### src/rtl/fetch_stage_pkg.sv
// rtl/fetch_stage_pkg.sv - shared pipeline types and defaults for the fetch stage
package fetch_stage_pkg;

  typedef enum logic [1:0] {
    FETCH   = 2'd0,
    HOLD    = 2'd1,
    DISCARD = 2'd2
  } fetch_state_e;

  localparam logic [31:0] RESET_PC_DEFAULT  = 32'h0000_0000;
  localparam logic [31:0] NOP_INSTR_DEFAULT = 32'h0000_0013;

  typedef struct packed {
    logic [31:0] instr;
    logic [31:0] pc;
    logic [31:0] pc4;
  } fetch_pkt_t;

  function automatic logic [31:0] word_align(input logic [31:0] addr);
    return addr & ~32'h0000_0003;
  endfunction

  function automatic logic [31:0] pc_plus4(input logic [31:0] pc);
    return pc + 32'd4;
  endfunction

endpackage

### src/rtl/fetch_stage_if_id_reg.sv
// rtl/fetch_stage_if_id_reg.sv - IF/ID pipeline register, priority flush > stall > write
module if_id_reg
  import fetch_stage_pkg::*;
#(
  parameter logic [31:0] NOP_INSTR = NOP_INSTR_DEFAULT
) (
  input  logic        clk,
  input  logic        rst,
  input  logic        stall,
  input  logic        flush,
  input  logic        wr_en,
  input  fetch_pkt_t  wr_pkt,
  output logic [31:0] instr,
  output logic [31:0] pc,
  output logic [31:0] pc4,
  output logic        valid
);

  always_ff @(posedge clk or negedge rst) begin
    if (!rst) begin
      instr <= NOP_INSTR;
      pc    <= 32'h0;
      pc4   <= 32'h0;
      valid <= 1'b0;
    end else if (flush) begin
      instr <= NOP_INSTR;
      valid <= 1'b0;
    end else if (!stall) begin
      if (wr_en) begin
        instr <= wr_pkt.instr;
        pc    <= wr_pkt.pc;
        pc4   <= wr_pkt.pc4;
        valid <= 1'b1;
      end else begin
        // nothing new arrived: decode sees a bubble rather than a repeat
        instr <= NOP_INSTR;
        valid <= 1'b0;
      end
    end
  end

endmodule

### src/rtl/fetch_stage.sv
// rtl/fetch_stage.sv - instruction fetch: PC, request FSM, one-entry skid buffer, IF/ID
module fetch_stage
  import fetch_stage_pkg::*;
#(
  parameter logic [31:0] RESET_PC  = RESET_PC_DEFAULT,
  parameter logic [31:0] NOP_INSTR = NOP_INSTR_DEFAULT
) (
  input  logic        clk,
  input  logic        rst,
  input  logic        StallD,
  input  logic        FlushD,
  input  logic        PCSrcE,
  input  logic [31:0] PCTargetE,
  output logic        IMemReq,
  output logic [31:0] IMemAddr,
  input  logic [31:0] IMemRdata,
  input  logic        IMemValid,
  output logic [31:0] InstrD,
  output logic [31:0] PCD,
  output logic [31:0] PCPlus4D,
  output logic        ValidD
);

  fetch_state_e state, state_n;
  logic [31:0]  pcf, pcf_n;
  logic [31:0]  req_addr, req_addr_n;
  fetch_pkt_t   hold_pkt, hold_pkt_n;
  fetch_pkt_t   ifid_pkt;
  fetch_pkt_t   fetched;
  logic         ifid_wr;
  logic [31:0]  redirect;

  assign IMemReq  = (state != HOLD);
  assign IMemAddr = req_addr;
  assign redirect = word_align(PCTargetE);
  assign fetched  = '{instr: IMemRdata, pc: pcf, pc4: pc_plus4(pcf)};

  always_ff @(posedge clk or negedge rst) begin
    if (!rst) begin
      state    <= FETCH;
      pcf      <= RESET_PC;
      req_addr <= RESET_PC;
      hold_pkt <= '0;
    end else begin
      state    <= state_n;
      pcf      <= pcf_n;
      req_addr <= req_addr_n;
      hold_pkt <= hold_pkt_n;
    end
  end

  always_comb begin
    state_n    = state;
    pcf_n      = pcf;
    hold_pkt_n = hold_pkt;
    ifid_wr    = 1'b0;
    ifid_pkt   = hold_pkt;

    case (state)
      FETCH: begin
        if (PCSrcE) begin
          pcf_n      = redirect;
          hold_pkt_n = '0;
          state_n    = IMemValid ? FETCH : DISCARD;
        end else if (IMemValid) begin
          pcf_n = pc_plus4(pcf);
          // a flushed cycle cannot take the word, so park it like a stall
          if (StallD || FlushD) begin
            hold_pkt_n = fetched;
            state_n    = HOLD;
          end else begin
            ifid_wr  = 1'b1;
            ifid_pkt = fetched;
          end
        end
      end

      HOLD: begin
        if (PCSrcE) begin
          pcf_n      = redirect;
          hold_pkt_n = '0;
          state_n    = FETCH;
        end else if (!StallD && !FlushD) begin
          ifid_wr  = 1'b1;
          state_n  = FETCH;
        end
      end

      DISCARD: begin
        if (PCSrcE) begin
          pcf_n = redirect;
        end
        if (IMemValid) begin
          state_n = FETCH;
        end
      end

      default: begin
        state_n = FETCH;
      end
    endcase

    // the outstanding request address is frozen until its response returns
    req_addr_n = (IMemReq && !IMemValid) ? req_addr : pcf_n;
  end

  if_id_reg #(
    .NOP_INSTR (NOP_INSTR)
  ) u_if_id (
    .clk    (clk),
    .rst    (rst),
    .stall  (StallD),
    .flush  (FlushD),
    .wr_en  (ifid_wr),
    .wr_pkt (ifid_pkt),
    .instr  (InstrD),
    .pc     (PCD),
    .pc4    (PCPlus4D),
    .valid  (ValidD)
  );

endmodule

### config.mk
export PLATFORM = sky130hd
export DESIGN_NAME = fetch_stage
export DESIGN_NICKNAME = d
export VERILOG_FILES = /design/src/rtl/fetch_stage_pkg.sv /design/src/rtl/fetch_stage_if_id_reg.sv /design/src/rtl/fetch_stage.sv
export SDC_FILE = /design/constraint.sdc
export NUM_CORES = 1
export LEC_CHECK = 0
export CORE_AREA = 2 2 162 164
export DETAILED_ROUTE_END_ITERATION = 12
export DIE_AREA = 0 0 164 166
export PLACE_DENSITY_LB_ADDON = 0.1
export SETUP_SLACK_MARGIN = 0.05
export SYNTH_ARGS = -nofsm -noshare
export SYNTH_HDL_FRONTEND = slang
export SYNTH_HIERARCHICAL = 1
export SYNTH_SLANG_ARGS = --single-unit
### constraint.sdc
create_clock -name clk -period 3.5 [get_ports clk]
set_input_delay 1.05 -clock clk [delete_from_list [all_inputs] [get_ports clk]]
set_output_delay 1.05 -clock clk [all_outputs]
set_load 0.02 [all_outputs]
==> results.yml, run 1 <==
worst_setup_path:
  cp_data_required_time_ns: 2.45
  crit_path_start_kind: "flip-flop"
  end_kind: "output port"
  criticalPathCategory: "flip-flop to output port"
  cp_max_fo: 7
  worstPathArrival_ns: 2.19
finish:
  syn2layout_area_growth_pct: 25.9
  drive_above_1_share_pct: 18.3
  fin_nets: 1365
  utilization_pct: 62.0
  layout.cells.non_filler: 1645
power:
  powerDensity_mw_per_mm2: 710
  leakagePower_nw: 6.99
  ir_drop_v: 0.000409
grt:
  grt_overflow: 0
  grt_max_degree: 67
  grt_antenna_before_repair: 2
  grt_pass1_wl_um: 52400
  grt_pass1_vias: 9306
  groute.usage.overall_pct: 23.9
synth:
  ys_seq_area_share_pct: 51.0
  synth_area_leaders: "dfrtp_1 (50%), mux2_4 (7.4%), mux2_2 (6.2%)"
  synth_nets: 1198
  ys_types: 71
  syn-cell-area_sq_mm: 0.0126
  synth.avg_cell_area_sq_um: 11.2
  synth_largest_area_cell: "dfrtp_1"
  syn_inst: 1123
  synthArstFlopShare_pct: 100
  synth_edf_count: 0
  synth_ff_type: "dfrtp_1"
  synth_top_area_share_pct: 50.4
  synth_seq_cells: 257
  synth_warnings: 6
die:
  dieWidth_um: 164
  fp-row-count: 59
  dieArea_sq_mm: 0.0272
  fp.dieH_um: 166
  pin_count: 200
  start_util_pct: 49.3
  core_sq_mm: 0.0256
placement:
  place_congestion: 0.827
  dpl.cell_count: 1595
  io_buffer_count: 197
  dpl.hpwl_um: 21500
  pre_cts_ws_ns: 0.209
clock_tree:
  clkSinkCount: 257
  cts_tree: "done"
  holdBufCountCts: 0
  cts_setup_buffers: 0
  clk_pin_slew_ns: 0.06
  clk_latency_ns: 0.54
  root_buffer: "clkbuf_16"
  clk_path_buf_depth: 3
  htree_levels: 1
  cts_resized: 0
  numCtsBuffers: 28
timing:
  setup_violations: 0
  hold_violations: 0
  setup_slack_ns: 0.258
  fin_crit_sh_pct: 92.6
  fin_crit_ns: 3.24
  rsz0062_at_grt: "false"
  fmax_mhz: 308
  worst_slew_pin_slew_ns: 0.819
  finalSetupTns_ns: 0
  skew_ns: 0.0180
  slew_headroom_pct: 45.4
  slew_violations: 0
drt:
  dr.pass1.iters: 4
  vias: 9318
  final_antenna_net_count: 0
  wirelength_um: 32300
  avgViaCountPerCell: 5.66
  drc_errors: 0
  wl_per_cell_um: 19.6
  drtIter0Drc: 586
run_status:
  status: "finished clean"
run:
  cap_violations: 0
hold_path:
  min_path_type: "input pin to async pin"
-- registers in the layout (all words and copies together), names as in the netlist --
name           flops
u_if_id/pc        32
u_if_id/pc4       32
pcf               32
u_if_id/valid      1
state              2
IMemAddr          32
hold_pkt          94
u_if_id/instr     32
-- cell usage in the layout, fill, tap and decap left out, drive strengths merged, types with 8 or more instances in the layout --
cell type and instances:
and3 8, xor2 10, nand4 13, nor3 17, a31oi 10, clkdlybuf4s50 195
a22oi 13, a21oi 45, nand3b 31, dfrtp 254, a221o 11, nand3 15
xnor2 17, a22o 59, inv 16, o21ai 99, clkbuf 42, mux2 136
nor2 35, buf 41, nor3b 9, mux2i 9, nand2 133
-- logic make-up after synthesis --
group / Yosys count / share of synthesized area, %
flops: 257 / 51.0
compound gates: 284 / 15.2
fa+ha+maj: 5 / 0.496
buf+inv: 114 / 4.76
simple gates: 291 / 12.0
mux: 145 / 14.7
xor+xnor: 27 / 1.87
-- layer usage --
layer  part of all wire (%)  up-vias  GRT usage (%)
li1                       -     4387              -
met1                     46     4656           34.3
met2                     46      232           37.2
met3                    6.7       43           5.89
met4                    1.8        0           4.88
met5                      0        -              0
-- per-stage QoR --
step | power, mW | hold slack (ns) | area [sq um]
2_1_floorplan | 6.71 | 0.450 | 12600
3_3_place_gp | 8.15 | 0.461 | 14900
3_5_place_dp | 8.23 | 0.470 | 14900
4_1_cts | 11.3 | 0.479 | 15900
5_1_grt | 11.9 | 0.502 | 15900
6_report | 11.3 | 0.478 | 15900
-- synth_stat cells (5+ instances only) --
master,n
mux2i_1,9
o21ai_0,91
o21a_1,6
nand3_1,14
nor3b_1,8
a31oi_1,10
o21bai_1,5
clkbuf_1,50
and3_1,8
nor3_1,13
buf_2,25
nor2_1,35
and4_1,7
a22o_1,59
o21ai_1,8
and2_1,5
mux2_2,70
a221o_1,11
mux2_4,62
inv_1,15
a22oi_1,12
buf_12,6
dfrtp_1,254
nand3b_1,31
xor2_1,10
buf_1,9
ha_1,5
nand2_1,133
nor2b_1,7
a21oi_1,44
xnor2_1,17
nand4_1,9
-- area by class of cell --
class | instances | area, sq um
tap | 335 | 419
clock buffer | 42 | 875
multi-input combinational | 752 | 5620
inverter | 15 | 56.3
sequential | 257 | 6430
clock inverter | 7 | 95.1
timing repair buffer | 236 | 2390
antenna | 1 | 2.50
fill | 2069 | 9720
-- path summary, 6_finish.rpt --
check | slack (ns) | endpoint | cells after the start | start
max | 0.26 | IMemReq | 4 | state[1]
min | 0.48 | u_if_id/pc4[14] | 1 | rst
max reg2reg | 0.83 | u_if_id/pc4[10] | 8 | state[1]
min reg2reg | 0.48 | hold_pkt[16] | 2 | hold_pkt[16]
max in group asynchronous | 2.24 | u_if_id/instr[1] | 2 | rst
min in group clk | 0.48 | hold_pkt[16] | 2 | hold_pkt[16]
-- worst max-delay path, stage by stage (launching register included) --
cell and delay [ns]:
dfrtp_1 0.42, inv_1 0.12, ha_1 0.40, inv_1 0.11, clkdlybuf4s50_1 0.62
-- where the power goes --
group	leakage [nW]	internal, mW	switching, mW
combinational	3.04	1.80	2.00
sequential	3.47	3.68	0.729
clock	0.483	1.86	1.21
total	6.99	7.34	3.94
No activity file was read; power rests on OpenSTA's default activity.
==> run 2, diff against run 1 <==
- PLACE_DENSITY_LB_ADDON: 0.1 -> 0.05
==> run 2 against run 1 <==
Final cell count is the same. Critical path type unchanged. Sequential power about the same. Clock skew fell by 0.0070 ns. Largest power group unchanged. Total power is 2.3% lower. Clock power is 8.1% lower. Count of clock-buffer cells in the layout is 1 higher. Design area decreased by 0.45%. Via count shrank 1.0%. Combinational power is essentially flat.
==> results.yml, run 2 (same netlist as run 1, synthesis figures left out) <==
grt:
  grt_overflow: 0
  grt_antenna_before_repair: 0
  groute.usage.overall_pct: 23.8
  grt_max_degree: 79
  grt_pass1_wl_um: 51800
  grt_pass1_vias: 9271
clock_tree:
  clk_path_buf_depth: 3
  clk_latency_ns: 0.54
  clk_pin_slew_ns: 0.06
  holdBufCountCts: 0
  htree_levels: 1
  cts_tree: "done"
  numCtsBuffers: 28
  cts_setup_buffers: 0
  cts_resized: 0
  root_buffer: "clkbuf_16"
  clkSinkCount: 257
power:
  ir_drop_v: 0.000384
  p_sw_mw: 3.88
  switching_share_pct: 35.2
  sequentialPowerShare_pct: 40.0
  clockPowerShare_pct: 25.6
  p_int_mw: 7.15
  pwr-share-comb_pct: 34.4
  leakagePower_nw: 6.94
  powerDensity_mw_per_mm2: 697
timing:
  slew_violations: 0
  setup_violations: 0
  fmax_mhz: 307
  hold_ws_ns: 0.477
  worst_slew_pin_slew_ns: 0.862
  hold_violations: 0
  slew_headroom_pct: 42.5
  rsz0062_at_grt: "false"
  skew_ns: 0.0110
  finalSetupTns_ns: 0
  fin_crit_ns: 3.26
  fin_crit_sh_pct: 93.1
drt:
  drc_errors: 0
  avgViaCountPerCell: 5.61
  dr.pass1.iters: 5
  wl_per_cell_um: 19.4
  final_antenna_net_count: 0
  vias: 9223
  wirelength_um: 31900
  drtIter0Drc: 450
finish:
  top_register: "hold_pkt"
  largest_reg_flops: 94
  fin_nets: 1365
  mostFrequentLayoutCells: "dfrtp_1 (254), clkdlybuf4s50_1 (195), nand2_1 (132)"
  layout_commonest_cell: "dfrtp_1"
  drive_above_1_share_pct: 18.1
  syn2layout_area_growth_pct: 25.4
  num-fill-cells: 2120
  layout.cells.non_filler: 1645
worst_setup_path:
  cp_data_required_time_ns: 2.45
  slowest_delay_ns: 0.60
  end_kind: "output port"
  worstPathArrival_ns: 2.21
  crit_path_start_kind: "flip-flop"
  criticalPathCategory: "flip-flop to output port"
  path_cells: "inv_1 > ha_1 > inv_1 > clkdlybuf4s50_1"
  cp_slowest_cell: "clkdlybuf4s50_1"
  cp_max_fo: 7
  crit_top_cell: "inv_1"
run:
  cap_violations: 0
die:
  pin_count: 200
  fp.dieH_um: 166
  fp-row-count: 59
  dieArea_sq_mm: 0.0272
  dieWidth_um: 164
  start_util_pct: 49.3
  core_sq_mm: 0.0256
placement:
  dpl.cell_count: 1595
  io_buffer_count: 197
  place_congestion: 0.825
  dpl.hpwl_um: 21500
run_status:
  status: "finished clean"
hold_path:
  min_path_type: "flip-flop to flip-flop"
## run 2: through the flow
stage | setup WS, ns | instance area, sq um | util [%] | power, mW
floorplan | 0.543 | 12600 | - | 6.71
global placement | 0.291 | 14900 | 58.3 | 8.16
detailed placement | 0.259 | 14900 | 58.3 | 8.24
CTS | 0.250 | 15800 | 61.8 | 11.1
global route | 0.165 | 15800 | 61.8 | 11.7
finish | 0.243 | 15800 | 61.8 | 11.0
## run 2: power groups by stage
stage | clock network (mW) | logic (mW) | registers, mW
3_3_place_gp | 0 | 3.74 | 4.41
5_1_grt | 3.04 | 4.14 | 4.51
6_report | 2.83 | 3.79 | 4.41
3_5_place_dp | 0 | 3.80 | 4.43
4_1_cts | 2.91 | 3.82 | 4.40
2_1_floorplan | 0 | 2.29 | 4.42
## run 2: worst paths after layout
check / from / endpoint / cells after the start / slack (ns)
setup reg to reg: pcf[2] / u_if_id/pc4[24] / 7 / 0.82
hold reg to reg: hold_pkt[12] / hold_pkt[12] / 2 / 0.48
setup / recovery: state[1] / IMemReq / 4 / 0.24
max in group asynchronous: rst / u_if_id/instr[4] / 2 / 2.17
hold / removal: hold_pkt[12] / hold_pkt[12] / 2 / 0.48
min in group asynchronous: rst / hold_pkt[46] / 1 / 0.50
## run 2: cell type report
cell class                 instances  area, sq um  share of cell area (%)
multi-input combinational        752         5630                    35.6
antenna                            1         2.50                  0.0158
tap                              335          419                    2.65
clock buffer                      43          858                    5.43
clock inverter                     6         32.5                   0.206
timing repair buffer             236         2390                    15.1
sequential                       257         6430                    40.7
inverter                          15         56.3                   0.356
## run 2: layer usage
| metal | routed length [um] | global-route usage (%) | part of all wire (%) |
|---|---|---|---|
| met5 | 0 | 0 | 0 |
| met4 | 444 | 5.49 | 1.4 |
| met3 | 2000 | 5.24 | 6.3 |
| met2 | 15000 | 37.4 | 47 |
| met1 | 14500 | 34.0 | 45 |
## run 2: worst max-delay path, delay by kind of cell, from the launching register on
family	cells	cell delay [ns]
adder cells (fa/ha/maj)	1	0.42
buffers and inverters	3	0.84
flip-flops	1	0.41
